$ cat src/rtl/m_ext_pkg.sv
// Shared RV32M definitions for the multiply and divide units:
// op-select encodings, FSM state type and the default operand width.
package m_ext_pkg;

  localparam int XLEN = 32;

  localparam logic [2:0] MULSEL_MUL    = 3'b001;
  localparam logic [2:0] MULSEL_MULH   = 3'b010;
  localparam logic [2:0] MULSEL_MULHSU = 3'b011;
  localparam logic [2:0] MULSEL_MULHU  = 3'b100;

  localparam logic [2:0] DIVSEL_DIV    = 3'b001;
  localparam logic [2:0] DIVSEL_DIVU   = 3'b010;
  localparam logic [2:0] DIVSEL_REM    = 3'b011;
  localparam logic [2:0] DIVSEL_REMU   = 3'b100;

  typedef enum logic [1:0] {
    IDLE,
    CALC,
    FIX,
    DONE
  } mul_state_t;

  function automatic logic is_mul_op(
    input logic [2:0] sel
  );
    return (sel == MULSEL_MUL)
        || (sel == MULSEL_MULH)
        || (sel == MULSEL_MULHSU)
        || (sel == MULSEL_MULHU);
  endfunction

endpackage

$ cat src/rtl/mul_pp_step.sv
// One shift-add step: adds b_mag * (BPC bits of a) into the
// 2*XLEN product at bit position i_pos. Purely combinational.
module mul_pp_step #(
  parameter int XLEN = 32,
  parameter int BPC  = 1
) (
  input  logic [2*XLEN-1:0]        i_prod,
  input  logic [XLEN-1:0]          i_b_mag,
  input  logic [BPC-1:0]           i_a_bits,
  input  logic [$clog2(XLEN)-1:0]  i_pos,
  output logic [2*XLEN-1:0]        o_prod
);
  import m_ext_pkg::*;

  localparam int PRW = 2 * XLEN;
  localparam int PPW = XLEN + BPC;

  logic [PPW-1:0] w_pp;

  assign w_pp = PPW'(i_b_mag) * PPW'(i_a_bits);

  // Never overflows: the running sum is bounded by the exact product.
  assign o_prod = i_prod + (PRW'(w_pp) << i_pos);

endmodule

$ cat src/rtl/multiplier.sv
// Iterative shift-add RV32M multiplier (MUL/MULH/MULHSU/MULHU).
// Ports: clk, rst (async active-low), start, mulsel, a, b -> busy, ready, res.
module multiplier #(
  parameter int XLEN           = m_ext_pkg::XLEN,
  parameter int BITS_PER_CYCLE = 1
) (
  input  logic            clk,
  input  logic            rst,
  input  logic            start,
  input  logic [2:0]      mulsel,
  input  logic [XLEN-1:0] a,
  input  logic [XLEN-1:0] b,
  output logic            busy,
  output logic            ready,
  output logic [XLEN-1:0] res
);
  import m_ext_pkg::*;

  localparam int BPC = BITS_PER_CYCLE;
  localparam int N   = XLEN / BPC;
  localparam int CW  = $clog2(N);
  localparam int PW  = $clog2(XLEN);
  localparam int SH  = $clog2(BPC);
  localparam int PRW = 2 * XLEN;
  localparam logic [CW-1:0] LAST = CW'(N - 1);

  mul_state_t r_state;
  mul_state_t w_next;

  logic [2:0]      r_op;
  logic            r_neg;
  logic [XLEN-1:0] r_a_mag;
  logic [XLEN-1:0] r_b_mag;
  logic [XLEN-1:0] r_res;
  logic [PRW-1:0]  r_prod;
  logic [CW-1:0]   r_cnt;
  logic            r_busy;

  logic            w_accept;
  logic            w_a_neg;
  logic            w_b_neg;
  logic [XLEN-1:0] w_a_mag;
  logic [XLEN-1:0] w_b_mag;
  logic [PW-1:0]   w_pos;
  logic [PRW-1:0]  w_step;
  logic [PRW-1:0]  w_fix;

  assign w_accept = start && is_mul_op(mulsel)
                 && ((r_state == IDLE)
                  || (r_state == DONE));

  assign w_a_neg = ((mulsel == MULSEL_MULH)
                 || (mulsel == MULSEL_MULHSU))
                 && a[XLEN-1];
  assign w_b_neg = (mulsel == MULSEL_MULH)
                 && b[XLEN-1];

  // Negating 0x8000_0000 yields itself, read as 2^31 unsigned.
  assign w_a_mag = w_a_neg ? -a : a;
  assign w_b_mag = w_b_neg ? -b : b;

  // Bit position of the digit being retired this step.
  assign w_pos = PW'(LAST - r_cnt) << SH;

  assign w_fix = r_neg ? -r_prod : r_prod;

  mul_pp_step #(
    .XLEN (XLEN),
    .BPC  (BPC)
  ) u_step (
    .i_prod   (r_prod),
    .i_b_mag  (r_b_mag),
    .i_a_bits (r_a_mag[BPC-1:0]),
    .i_pos    (w_pos),
    .o_prod   (w_step)
  );

  always_ff @(posedge clk or negedge rst) begin
    if (!rst) r_state <= IDLE;
    else      r_state <= w_next;
  end

  always_comb begin
    w_next = r_state;
    unique case (r_state)
      IDLE: if (w_accept) w_next = CALC;
      CALC: if (r_cnt == '0) w_next = FIX;
      FIX:  w_next = DONE;
      DONE: w_next = w_accept ? CALC : IDLE;
      default: w_next = IDLE;
    endcase
  end

  always_ff @(posedge clk or negedge rst) begin
    if (!rst) begin
      r_op    <= '0;
      r_neg   <= 1'b0;
      r_a_mag <= '0;
      r_b_mag <= '0;
      r_res   <= '0;
      r_prod  <= '0;
      r_cnt   <= '0;
      r_busy  <= 1'b0;
    end else begin
      r_busy <= (w_next == CALC)
             || (w_next == FIX);
      if (w_accept) begin
        r_op    <= mulsel;
        r_neg   <= w_a_neg ^ w_b_neg;
        r_a_mag <= w_a_mag;
        r_b_mag <= w_b_mag;
        r_prod  <= '0;
        r_cnt   <= LAST;
      end else if (r_state == CALC) begin
        r_prod  <= w_step;
        r_a_mag <= r_a_mag >> BPC;
        r_cnt   <= r_cnt - 1'b1;
      end else if (r_state == FIX) begin
        r_prod <= w_fix;
        r_res  <= (r_op == MULSEL_MUL)
                ? w_fix[XLEN-1:0]
                : w_fix[PRW-1:XLEN];
      end
    end
  end

  assign busy  = r_busy;
  assign ready = (r_state == DONE);
  assign res   = r_res;

endmodule

$ cat config.mk
export PLATFORM = sky130hd
export DESIGN_NAME = multiplier
export DESIGN_NICKNAME = d
export VERILOG_FILES = /design/src/rtl/m_ext_pkg.sv /design/src/rtl/mul_pp_step.sv /design/src/rtl/multiplier.sv
export SDC_FILE = /design/constraint.sdc
export NUM_CORES = 1
export LEC_CHECK = 0
export BUFFER_PORTS_ARGS = -buffer_cell sky130_fd_sc_hd__buf_2
export CORE_UTILIZATION = 55
export CTS_CLUSTER_SIZE = 16
export DETAILED_ROUTE_END_ITERATION = 8
export PLACE_DENSITY = 0.73
export SYNTH_ARGS = -nofsm -noshare
export SYNTH_HDL_FRONTEND = slang
export SYNTH_HIERARCHICAL = 1
export SYNTH_SLANG_ARGS = --single-unit
$ cat constraint.sdc
create_clock -name clk -period 14.7 [get_ports clk]
set_clock_uncertainty 0.05 [all_clocks]
set_input_delay 0 -clock clk [delete_from_list [all_inputs] [get_ports clk]]
set_output_delay 0 -clock clk [all_outputs]
set_load 0.01 [all_outputs]
==> results by group <==
Floorplanning
  • Chip width: 177 µm
  • Top Ports: 104
  • Site row count: 63
  • Die height: 177 µm
  • Core Footprint: 29800 µm²
  • Die area: 31200 µm²
  • Initial core utilization: 56.3%

Worst setup path
  • Kind of critical path: reg2reg
  • Arr. time, crit path: 6500 ps
  • CP Max Fanout: 40
  • Crit path launch type: flip-flop
  • Crit. End Element: flip-flop
  • Worst Path Required: 14960 ps

Global routing
  • Vias in the first global route: 16503
  • Initial antenna violation count: 1
  • Global route overflow: 0
  • GRT Util Overall: 39.5%
  • Global-route wire length before repair: 94.4 mm
  • Largest net degree at the start of global routing: 86

Synth
  • Synth warn: 6
  • Synth area leaders: dfrtp_1 (26%), o21ai_0 (6.6%), xor2_1 (6.2%)
  • Syn nets: 2353
  • Asr flop ratio synth: 100%
  • Number of library cell types mapped by synthesis: 86
  • Top cells by count, synth: nand2_1 (259), o21ai_0 (220), a21oi_1 (197)
  • Synth Cell Area: 16800 µm²
  • Number of synthesized flops with an enable pin: 0
  • Synth Instances: 2210
  • #FFs+latches synth: 172
  • Synth Flop Type: dfrtp_1
  • Top-count cell post-synth: nand2_1
  • Cell taking the most area after synthesis: dfrtp_1
  • Post-synth top area share: 25.6%
  • Avg Inst Size Synth: 7.59 µm²
  • Seq/Total Area, Yosys: 25.6%

Power
  • PnR Total Power: 4.28 mW
  • Leak: 7.85 nW
  • Max IR drop VDD: 0.129 mV
  • Power Dens Cells: 229 nW/µm²

STA
  • Setup TNS: 0 ps
  • Fmax: 160 MHz
  • Fin crit period: 6240 ps
  • # setup viols final: 0
  • Max Slew Vio Count: 0
  • Slew HR: 23.9%
  • Fin crit share: 42.5%
  • Worst-Margin Slew: 1130 ps
  • Unrepaired setup endpoints after global routing: false
  • Final Hold Fails: 0

Clock network
  • Postcts setup bufs: 0
  • Cts-stage hold buffer count: 84
  • Post-cts sizing count: 0
  • Worst-Skew Late Latency: 460 ps
  • TritonCTS clock tree: done
  • CTS max path bufs: 2
  • H-tree levels: 4
  • Clock transition at the registers of the reported paths: 70 ps
  • Clock sink total: 172
  • Inserted Clock Buffers: 17
  • Clock root cell: clkbuf_16

Outcome
  • Status: completed

Detailed routing
  • DR vias: 17698
  • Via/cell ratio: 6.63
  • WL final: 61.6 mm
  • DRT iter0 DRCs: 1808
  • Drc violations: 0
  • WL per Instance: 23.1 µm
  • Initial DRT Pass Iterations: 6
  • Detail Route Antenna Nets: 0

Placed design
  • HPWL after DPL: 45.0 mm
  • Placer Congestion: 1.04
  • Number of port buffers: 103

Layout
  • Filler instances: 2620
  • Share of post-route cells with drive strength above 1: 9.31%
  • Fin nets: 2407
  • Area grow syn2layout: 11.5%

Hold path
  • Worst hold path class: in2async

Job
  • Max-Cap Viols: 0
-- stage by stage --
step | cells | instance area [µm²] | hold WS, ps | worst slack, ps | util, %
after floorplan | 2210 | 16800 | -346 | 9960 | -
after global placement | 2551 | 17300 | -27.7 | 8950 | 58.0
after detailed placement | 2551 | 17300 | -27.6 | 8760 | 58.0
after CTS | 2667 | 18700 | 51.4 | 8740 | 62.8
after global routing | 2668 | 18700 | 77.0 | 8160 | 62.8
final | 2668 | 18700 | 39.4 | 8460 | 62.8
-- state kept, by name, indices dropped and copies added, names as in the netlist --
| signal | count |
|---|---|
| r_cnt | 5 |
| r_b_mag | 32 |
| r_neg | 1 |
| r_op | 3 |
| r_prod | 64 |
| busy | 1 |
| res | 32 |
| r_a_mag | 32 |
| r_state | 2 |
-- worst max-delay path: stages (launching register included) --
cell and delay (ps):
dfrtp_1 410, inv_1 820, clkinv_1 810, nand2_1 540, nor2_1 120, ha_1 250, fa_1 410, a21oi_1 230
o21ai_0 190, o22ai_1 390, a21oi_1 270, nand3_1 220, and2_1 230, o21bai_1 140, a21oi_1 420, o21ai_0 180
xor2_1 170, o21ai_0 160, a21oi_1 60
-- cells in the final DEF (no fill, tap or decap), types with 10 or more instances in the layout --
master / n
nand2_1: 259
o21ai_0: 220
a21oi_1: 197
nor2_1: 191
dfrtp_1: 172
xor2_1: 119
xnor2_1: 114
buf_2: 102
dlygate4sd3_1: 84
ha_1: 71
mux2i_1: 64
nand3_1: 48
nor3_1: 39
a31oi_1: 38
nor4_1: 37
inv_1: 35
nand4_1: 35
o31ai_1: 32
a21o_1: 30
o22ai_1: 27
a211oi_1: 24
nor2b_1: 23
or4_1: 22
buf_4: 21
mux2_2: 18
or3_1: 17
clkbuf_16: 17
o41ai_1: 16
o21bai_1: 16
and2_1: 15
o221ai_1: 13
o211ai_1: 10
o211a_1: 10
-- per-layer routing --
metal | GRT usage, % | part of all wire (%) | wire length, µm | vias up
met1 | 49.3 | 40 | 24800 | 8360
met4 | 23.9 | 6.0 | 3690 | 0
li1 | - | - | - | 8143
met2 | 64.2 | 46 | 28400 | 996
met5 | 0 | 0 | 0 | -
met3 | 6.01 | 7.6 | 4690 | 199
-- layout make-up --
cell class                      count  area, µm²  share of cell area, %
Multi-Input combinational cell   1825      11700                   62.4
Sequential cell                   172       4300                   23.0
Clock inverter                     13        131                  0.702
Clock buffer                       19        443                   2.37
Timing Repair Buffer              208       1520                   8.13
Inverter                           40        150                  0.803
Antenna cell                        1       2.50                 0.0134
Tap cell                          390        488                   2.61
-- path summary, 6_finish.rpt --
| path | start | end | slack, ps | cells past startpoint |
|---|---|---|---|---|
| worst max register to register | r_cnt[3]$_DFFE_PN0P_ | r_prod[46]$_DFFE_PN0P_ | 8460 | 18 |
| worst max-delay path | r_cnt[3]$_DFFE_PN0P_ | r_prod[46]$_DFFE_PN0P_ | 8460 | 18 |
| max in group asynchronous | rst | r_a_mag[28]$_DFFE_PN0P_ | 13340 | 3 |
| min in group clk | mulsel[0] | r_op[0]$_DFFE_PN0N_ | 320 | 4 |
| worst min register to register | res[3]$_DFFE_PN0P_ | res[3]$_DFFE_PN0P_ | 440 | 1 |
| worst min-delay path | rst | r_prod[46]$_DFFE_PN0P_ | 40 | 2 |
-- report_power, final --
| group | leakage, nW | internal, mW | switching [mW] |
|---|---|---|---|
| Sequential | 2.14 | 0.670 | 0.352 |
| Clock | 0.277 | 0.242 | 0.213 |
| Combinational | 5.43 | 1.03 | 1.77 |
| Total | 7.85 | 1.95 | 2.33 |
-- cells by family (layout without fill, tap and decap cells) --
kind of cell               after synthesis  after routing  share of synthesized area [%]
buffers and inverters                  213            280                           4.98
AOI/OAI and AO/OA                      699            699                           25.8
muxes                                   85             85                           5.36
adders and majority gates               73             73                           5.49
xor gates and xnor gates               233            233                           12.2
and+or+nand+nor                        735            735                           20.5
other                                    0              1                              0
DFF                                    172            172                           25.6
Note: power is estimated with default switching activity, not from simulation.
